File: src/rtl/cond_pkg.sv
// Shared types for the execute-stage condition unit: instruction classes,
// condition encodings for both modes, and the NZCV flag layout.
package cond_pkg;

    typedef enum logic [1:0] {
        OP_DATA    = 2'b00,
        OP_MEM     = 2'b01,
        OP_BRANCH  = 2'b10,
        OP_ILLEGAL = 2'b11
    } op_t;

    typedef enum logic [2:0] {
        C3_AL = 3'b000,
        C3_EQ = 3'b001,
        C3_LT = 3'b010,
        C3_GT = 3'b011,
        C3_LE = 3'b100,
        C3_GE = 3'b101,
        C3_NE = 3'b110,
        C3_NV = 3'b111
    } cond3_t;

    typedef enum logic [3:0] {
        C4_EQ = 4'h0, C4_NE = 4'h1, C4_CS = 4'h2, C4_CC = 4'h3,
        C4_MI = 4'h4, C4_PL = 4'h5, C4_VS = 4'h6, C4_VC = 4'h7,
        C4_HI = 4'h8, C4_LS = 4'h9, C4_GE = 4'ha, C4_LT = 4'hb,
        C4_GT = 4'hc, C4_LE = 4'hd, C4_AL = 4'he, C4_NV = 4'hf
    } cond4_t;

    localparam int FLAG_N = 3;
    localparam int FLAG_Z = 2;
    localparam int FLAG_C = 1;
    localparam int FLAG_V = 0;

    typedef struct packed {
        logic n;
        logic z;
        logic c;
        logic v;
    } flags_t;

endpackage

File: src/rtl/cond_eval.sv
// Combinational condition check: (op, cond, flags) -> cond_ex.
// COND_MODE 0 predicates branches only; COND_MODE 1 predicates every legal op.
module cond_eval
    import cond_pkg::*;
#(
    parameter int  COND_MODE = 0,
    localparam int COND_W    = (COND_MODE != 0) ? 4 : 3
) (
    input  logic [1:0]        op,
    input  logic [COND_W-1:0] cond,
    input  flags_t            flags,
    output logic              cond_ex
);

    if (COND_MODE == 0) begin : g_asip
        always_comb begin
            cond_ex = 1'b0;
            if (op == OP_ILLEGAL) begin
                cond_ex = 1'b0;
            end else if (op != OP_BRANCH) begin
                cond_ex = 1'b1;
            end else begin
                case (cond3_t'(cond[2:0]))
                    C3_AL:   cond_ex = 1'b1;
                    C3_EQ:   cond_ex = flags.z;
                    C3_LT:   cond_ex = flags.n ^ flags.v;
                    C3_GT:   cond_ex = ~flags.z & ~(flags.n ^ flags.v);
                    C3_LE:   cond_ex = flags.z | (flags.n ^ flags.v);
                    C3_GE:   cond_ex = ~(flags.n ^ flags.v);
                    C3_NE:   cond_ex = ~flags.z;
                    default: cond_ex = 1'b0;
                endcase
            end
        end
    end else begin : g_arm
        always_comb begin
            cond_ex = 1'b0;
            if (op != OP_ILLEGAL) begin
                case (cond4_t'(cond[3:0]))
                    C4_EQ:   cond_ex = flags.z;
                    C4_NE:   cond_ex = ~flags.z;
                    C4_CS:   cond_ex = flags.c;
                    C4_CC:   cond_ex = ~flags.c;
                    C4_MI:   cond_ex = flags.n;
                    C4_PL:   cond_ex = ~flags.n;
                    C4_VS:   cond_ex = flags.v;
                    C4_VC:   cond_ex = ~flags.v;
                    C4_HI:   cond_ex = flags.c & ~flags.z;
                    C4_LS:   cond_ex = ~flags.c | flags.z;
                    C4_GE:   cond_ex = ~(flags.n ^ flags.v);
                    C4_LT:   cond_ex = flags.n ^ flags.v;
                    C4_GT:   cond_ex = ~flags.z & ~(flags.n ^ flags.v);
                    C4_LE:   cond_ex = flags.z | (flags.n ^ flags.v);
                    C4_AL:   cond_ex = 1'b1;
                    default: cond_ex = 1'b0;
                endcase
            end
        end
    end

endmodule

File: src/rtl/cond_unit.sv
// Execute-stage condition unit: per-context NZCV banks with partial writes,
// condition-gated write/branch enables and a saturating squash counter.
module cond_unit
    import cond_pkg::*;
#(
    parameter int  COND_MODE = 0,
    parameter int  NUM_CTX   = 1,
    parameter int  CNT_W     = 16,
    localparam int CTX_W     = (NUM_CTX > 1) ? $clog2(NUM_CTX) : 1,
    localparam int COND_W    = (COND_MODE != 0) ? 4 : 3
) (
    input  logic              clk,
    input  logic              reset,
    input  logic              en,
    input  logic [1:0]        op,
    input  logic [COND_W-1:0] cond,
    input  logic [CTX_W-1:0]  ctx,
    input  logic [3:0]        alu_flags,
    input  logic [1:0]        flag_write,
    input  logic              reg_write_in,
    input  logic              mem_write_in,
    input  logic              pc_src_in,
    output logic              cond_ex,
    output logic              reg_write,
    output logic              mem_write,
    output logic              pc_src,
    output logic [3:0]        flags,
    output logic [CNT_W-1:0]  skip_count
);

    flags_t            bank [NUM_CTX];
    flags_t            cur;
    logic [CTX_W-1:0]  ctx_sel;
    logic              advance;
    logic              flag_we;
    logic              skip_inc;

    // Out-of-range contexts alias bank 0.
    assign ctx_sel = ({1'b0, ctx} < (CTX_W + 1)'(NUM_CTX)) ? ctx : '0;

    always_comb begin
        cur = '0;
        for (int i = 0; i < NUM_CTX; i++) begin
            if (ctx_sel == CTX_W'(i)) begin
                cur = bank[i];
            end
        end
    end

    cond_eval #(.COND_MODE(COND_MODE)) u_eval (
        .op      (op),
        .cond    (cond),
        .flags   (cur),
        .cond_ex (cond_ex)
    );

    assign advance  = en & ~reset;
    assign flag_we  = advance & cond_ex;
    assign skip_inc = advance & ~cond_ex & (op != OP_ILLEGAL);

    assign reg_write = reg_write_in & cond_ex & advance;
    assign mem_write = mem_write_in & cond_ex & advance;
    assign pc_src    = pc_src_in    & cond_ex & advance;
    assign flags     = cur;

    always_ff @(posedge clk) begin
        if (reset) begin
            for (int i = 0; i < NUM_CTX; i++) begin
                bank[i] <= '0;
            end
            skip_count <= '0;
        end else begin
            if (flag_we) begin
                for (int i = 0; i < NUM_CTX; i++) begin
                    if (ctx_sel == CTX_W'(i)) begin
                        if (flag_write[1]) begin
                            bank[i].n <= alu_flags[FLAG_N];
                            bank[i].z <= alu_flags[FLAG_Z];
                        end
                        if (flag_write[0]) begin
                            bank[i].c <= alu_flags[FLAG_C];
                            bank[i].v <= alu_flags[FLAG_V];
                        end
                    end
                end
            end
            // Saturate rather than wrap so a long squash burst never reads as few.
            if (skip_inc && (skip_count != '1)) begin
                skip_count <= skip_count + CNT_W'(1);
            end
        end
    end

endmodule

File: config.mk
export PLATFORM = sky130hd
export DESIGN_NAME = cond_unit
export DESIGN_NICKNAME = d
export VERILOG_FILES = /design/src/rtl/cond_pkg.sv /design/src/rtl/cond_eval.sv /design/src/rtl/cond_unit.sv
export SDC_FILE = /design/constraint.sdc
export NUM_CORES = 1
export LEC_CHECK = 0
export ABC_CLOCK_PERIOD_IN_PS = 2850
export CORE_AREA = 2 2 59 61
export CTS_BUF_LIST = sky130_fd_sc_hd__clkbuf_8
export DETAILED_ROUTE_END_ITERATION = 16
export DIE_AREA = 0 0 61 63
export PLACE_DENSITY_LB_ADDON = 0.08
export SYNTH_ARGS = -nofsm -noshare
export SYNTH_HDL_FRONTEND = slang
export SYNTH_SLANG_ARGS = --single-unit
File: constraint.sdc
create_clock -name clk -period 2.85 [get_ports clk]
set_clock_uncertainty 0.05 [all_clocks]
set_input_delay 0.7125 -clock clk [delete_from_list [all_inputs] [get_ports clk]]
set_output_delay 0.7125 -clock clk [all_outputs]
set_load 0.1 [all_outputs]
==> impl_metrics.ini, run 1 <==
[cells_and_area]
diodes = 0
finalNetCount = 227
fin_util_pct = 59.9
syn2layout_area_growth_pct = 58.2
layout-drive-gt1-share_pct = 36.2
layout_common_cells = buf_4 (45), dfxtp_1 (14), nand3_1 (13), a21oi_1 (12), clkdlybuf4s50_1 (12)
fin_area_mm2 = 0.00193
fillCellCount = 302
mostFrequentLayoutCell = buf_4
fin_cells = 253

[route]
viasPerCell = 5.67
first_pass_iters = 4
drt-total-wl_um = 3570
routedWlPerCell_um = 14.1
drt_iter0_drc = 88
route.vias.total = 1434
drc = 0
antenna_left = 0

[placement]
place_area_mm2 = 0.00180
dp_hpwl_um = 2620
dp_slack_ns = -0.607
place_inst = 242
port_buffers = 40
gp_congestion = 0.855

[pwr]
ir_drop_mv = 0.151
power_density_mw_per_mm2 = 363
p_leak_nw = 0.738
total_power_uw = 703

[cts]
tritoncts = built
clkTransAtPathRegs_ns = 0.08
cts_max_level = 1
insertion_delay_ns = 0.27
hold_buffers = 0
root_buffer = clkbuf_8
cts-buffers-inserted = 3
cts_sinks = 20
cts_buffer_depth = 2

[floorplanning]
start_util_pct = 37.8
core_mm2 = 0.00323
die-area_mm2 = 0.00384
die-height_um = 63
row_count = 21
die_w_um = 61
io_pins = 42

[worst_hold_path]
hold_path.class = reg2reg

[synthesis]
synthesis.area_mm2 = 0.00122
synthArstFlopShare_pct = 0
synth_area_per_cell_um2 = 8.49
synthCells = 144
synth_ff_type = dfxtp_1
synth-seq-area-share_pct = 36.0
synth_seq_cells = 20
synth_cell_types = 42
synth-edff-count = 4
ys_warn_count = 0
syn-num-nets = 163

[critical_path]
worst_path_largest_cell_delay_ns = 0.53
path_delay_family = simple AND/OR/NAND/NOR gates
crit_path_cell_trace = buf_8, or4b_4, mux2i_2, a311o_1, a21oi_4, and2_4, buf_12
slowest_stage = or4b_4
path_max_fanout = 4
critPathBufInv = 2
cp-start-kind = input pin
crit_required_ns = 2.09
critPathKind = in2out
end_kind = primary output
cp.arrival_ns = 2.18

[timing]
maxSlewHeadroom_pct = 48.7
rsz0062_at_grt = true
finalSetupTns_ns = -0.346
hold_slack_ns = 0.474
fin_crit_ns = 2.94
worst_pin_slew_ns = 0.770
post-route-period-util_pct = 103
fmax_mhz = 340
final-max-slew-violation-count = 0
setup_viol = 4
finalHoldViolations = 0
setup_ws_ns = -0.0932

[flow_run]
drv_cap = 0

[status]
violations = negative setup slack
outcome = complete, but fails checks

[global_routing]
first_global_vias = 1348
antenna_found_initial = 0
grt-ovfl-total = 0
grt_usage_pct = 19.9
grt_max_degree = 20
grt_pass1_wl_um = 5950
[routing by layer]
metal  track usage, %  up-vias  part of all wire (%)
li1                 -      691                     -
met1             25.4      695                    44
met2             31.7       43                    49
met3             4.14        5                   5.2
met4             8.42        0                   1.6
met5                0        -                     0
[cell families (layout without fill, tap and decap cells)]
family / count (synthesis) / count (layout) / share of synthesized area [%]
simple gates: 71 / 71 / 33.9
buf+inv: 10 / 73 / 4.20
mux: 4 / 4 / 3.68
xor+xnor: 1 / 1 / 0.717
fa+ha+maj: 1 / 1 / 1.02
compound gates: 37 / 37 / 20.5
flops: 20 / 20 / 36.0
[worst register-to-register path, delay by kind of cell, from the launching register on]
family	cells	cell delay [ns]
muxes	2	0.45
and+or+nand+nor	1	0.12
DFF	1	0.40
xor gates and xnor gates	1	0.33
buffers and inverters	3	0.40
AOI/OAI and AO/OA	1	0.63
[synth_stat cells (2+ instances only)]
library cell,count,area share (%)
dfxtp_1,16,26
a21oi_1,13,5.3
nand3_1,13,5.3
nand2_1,12,3.7
nor2_1,8,2.5
o21ai_0,7,2.9
nand4_1,6,3.1
or3_1,6,3.1
and3_1,5,2.6
and2_1,4,2.0
edfxtp_1,4,9.8
or4_1,4,2.5
a31o_2,3,2.1
clkbuf_1,3,0.92
inv_1,3,0.92
mux2i_1,3,2.5
nor3_1,3,1.2
o31ai_1,3,1.8
a311o_1,2,1.6
a31oi_1,2,1.0
nor3b_1,2,1.2
nor4b_1,2,1.4
[state kept, by name, indices dropped and copies added, names as in the netlist]
signal / flops
skip_count: 16
bank: 4
[worst paths after layout]
| kind | cells past startpoint | start | slack (ns) | endpoint |
|---|---|---|---|---|
| max | 7 | cond[1] | -0.09 | pc_src |
| min | 2 | skip_count[10]$_SDFFE_PP0P_ | 0.47 | skip_count[10]$_SDFFE_PP0P_ |
| max reg2reg | 8 | bank[0][3]$_SDFFCE_PN0P_ | 0.36 | skip_count[6]$_SDFFE_PP0P_ |
| min reg2reg | 2 | skip_count[10]$_SDFFE_PP0P_ | 0.47 | skip_count[10]$_SDFFE_PP0P_ |
[what timing repair did]
item | 4_1_cts | 5_1_grt
setup buffers | 6 | 1
hold endpoints to repair | 0 | 0
pin swaps | 7 | 4
resized for setup | 19 | 4
endpoints found under the setup margin | 17 | 4
[area by class of cell]
cell class / instances / area [um^2] / area share (%)
Clock buffer: 4 / 55.1 / 2.85
Tap cell: 46 / 57.6 / 2.98
Sequential cell: 20 / 443 / 22.9
Inverter: 3 / 11.3 / 0.582
Multi-Input combinational cell: 114 / 777 / 40.2
Timing Repair Buffer: 66 / 591 / 30.5
[where the power goes]
part / switching (mW) / total [mW] / internal [mW]
registers: 0.00333 / 0.295 / 0.292
logic: 0.101 / 0.183 / 0.0815
clock network: 0.101 / 0.225 / 0.123
Note: power is estimated with default switching activity, not from simulation.
==> run 2, diff against run 1 <==
Settings changed: TNS_END_PERCENT set to 30.
==> run 2 against run 1 <==
The run still ends with negative setup slack left; combinational power hardly changed; first-iteration DRC count is 1.1% higher; non-clock buffer count grew 3; critical path depth did not move; clock power up 27%; die area stayed put; core utilization is 1.2 points higher; sequential power barely moved; clock-buffer cell count decreased by 1; wire length is 5.3% lower; sequential share of layout area decreased by 0.58 points; worst setup slack worse by 0.025 ns; largest power group unchanged.
==> impl_metrics.ini, run 2 (synthesis results as in run 1) <==
[critical_path]
rr_worst_depth = 6
critical_path_cell_count = 7
cp-start-kind = input pin
critPathBufInv = 3
worst_path_largest_cell_delay_ns = 0.40
path_max_fanout = 5
cp.arrival_ns = 2.21
slowest_stage = a311o_1
critPathKind = in2out
crit_required_ns = 2.09
crit_path_cell_trace = buf_2, buf_4, a311o_1, a311o_1, a21oi_4, and2_4, buf_12
end_kind = primary output
path_delay_family = compound AO/OA/AOI/OAI gates
cpMostUsedCell = a311o_1

[floorplanning]
io_pins = 42
core_mm2 = 0.00323
row_count = 21
start_util_pct = 37.8
die-height_um = 63
die-area_mm2 = 0.00384
die_w_um = 61

[pwr]
power_density_mw_per_mm2 = 388
total_power_uw = 765
p_leak_nw = 0.765
ir_drop_mv = 0.191

[cts]
cts_max_level = 1
tritoncts = built
insertion_delay_ns = 0.26
cts_sinks = 20
clkTransAtPathRegs_ns = 0.08
root_buffer = clkbuf_8
cts_buffer_depth = 2
hold_buffers = 0
cts-buffers-inserted = 3

[timing]
post-route-period-util_pct = 104
setup_viol = 4
worst_pin_slew_ns = 0.750
maxSlewHeadroom_pct = 50.0
fin_crit_ns = 2.97
setup_ws_ns = -0.119
finalHoldViolations = 0
final-max-slew-violation-count = 0
fmax_mhz = 337
rsz0062_at_grt = true
hold_slack_ns = 0.470
finalSetupTns_ns = -0.399

[placement]
dp_hpwl_um = 2630
place_inst = 247
port_buffers = 40
gp_congestion = 0.854

[global_routing]
grt_usage_pct = 18.3
grt_max_degree = 19
grt_pass1_wl_um = 5530
first_global_vias = 1304
grt-ovfl-total = 0
antenna_found_initial = 0

[cells_and_area]
syn2layout_area_growth_pct = 61.4
layout-drive-gt1-share_pct = 35.7
top_register = skip_count
mostFrequentLayoutCell = buf_4
fillCellCount = 302
largest_reg_flops = 16
largestRegisters = skip_count x16, bank x4
fin_cells = 256
layout_common_cells = buf_4 (48), dfxtp_1 (16), nand3_1 (13), a21oi_1 (12), clkdlybuf4s50_1 (12)
finalNetCount = 230
diodes = 0

[status]
violations = negative setup slack
outcome = complete, but fails checks

[route]
drt-total-wl_um = 3380
drt_iter0_drc = 89
routedWlPerCell_um = 13.2
antenna_left = 0
route.vias.total = 1399
drc = 0
viasPerCell = 5.46
first_pass_iters = 4

[worst_hold_path]
timing.hold.worst_path_depth = 2
hold_path.class = reg2reg

[flow_run]
drv_cap = 0
run 2: path summary, 6_finish.rpt:
kind | from | endpoint | slack [ns]
worst max register to register | skip_count[0]$_SDFFE_PP0P_ | skip_count[6]$_SDFFE_PP0P_ | 0.41
worst min-delay path | skip_count[10]$_SDFFE_PP0P_ | skip_count[10]$_SDFFE_PP0P_ | 0.47
worst max-delay path | cond[2] | pc_src | -0.12
worst min register to register | skip_count[10]$_SDFFE_PP0P_ | skip_count[10]$_SDFFE_PP0P_ | 0.47
run 2: routing by layer:
metal | part of all wire, % | track usage, % | wire (um) | vias up
li1 | - | - | - | 694
met1 | 44 | 24.4 | 1500 | 651
met2 | 48 | 28.6 | 1630 | 49
met3 | 6.4 | 4.97 | 216 | 5
met4 | 1.0 | 4.89 | 34 | 0
met5 | 0 | 0 | 0 | -
run 2: repair_timing:
item | in CTS | in global routing
pin swaps | 7 | 7
resized for setup | 20 | 2
setup buffers | 3 | 2
cloned | 0 | 0
setup endpoints to repair | 21 | 14
run 2: cell type report:
class / instances / area [um^2] / area share, %
clock inverter: 1 / 30.0 / 1.52
tap: 46 / 57.6 / 2.92
timing repair buffer: 69 / 613 / 31.1
multi-input combinational: 114 / 779 / 39.5
inverter: 3 / 11.3 / 0.571
clock buffer: 3 / 41.3 / 2.09
sequential: 20 / 440 / 22.3
run 2: report_power, final:
group | leakage [nW] | internal (mW) | switching (mW)
combinational | 0.558 | 0.0833 | 0.101
clock | 0.0357 | 0.187 | 0.0974
sequential | 0.172 | 0.292 | 0.00331
total | 0.765 | 0.563 | 0.202
run 2: tightest hold or removal path, stage by stage, from the launching register on:
cell and delay, ns:
dfxtp_1 0.35, o21ai_0 0.08, a21oi_1 0.06
run 2: per-stage QoR:
| stage | setup slack, ns | instance area, um^2 | util, % |
|---|---|---|---|
| after floorplan | -0.267 | 1260 | - |
| after global placement | -0.473 | 1840 | 56.9 |
| after detailed placement | -0.519 | 1840 | 56.9 |
| after CTS | -0.144 | 1950 | 60.2 |
| after global routing | -0.188 | 1970 | 61.1 |
| final | -0.119 | 1970 | 61.1 |
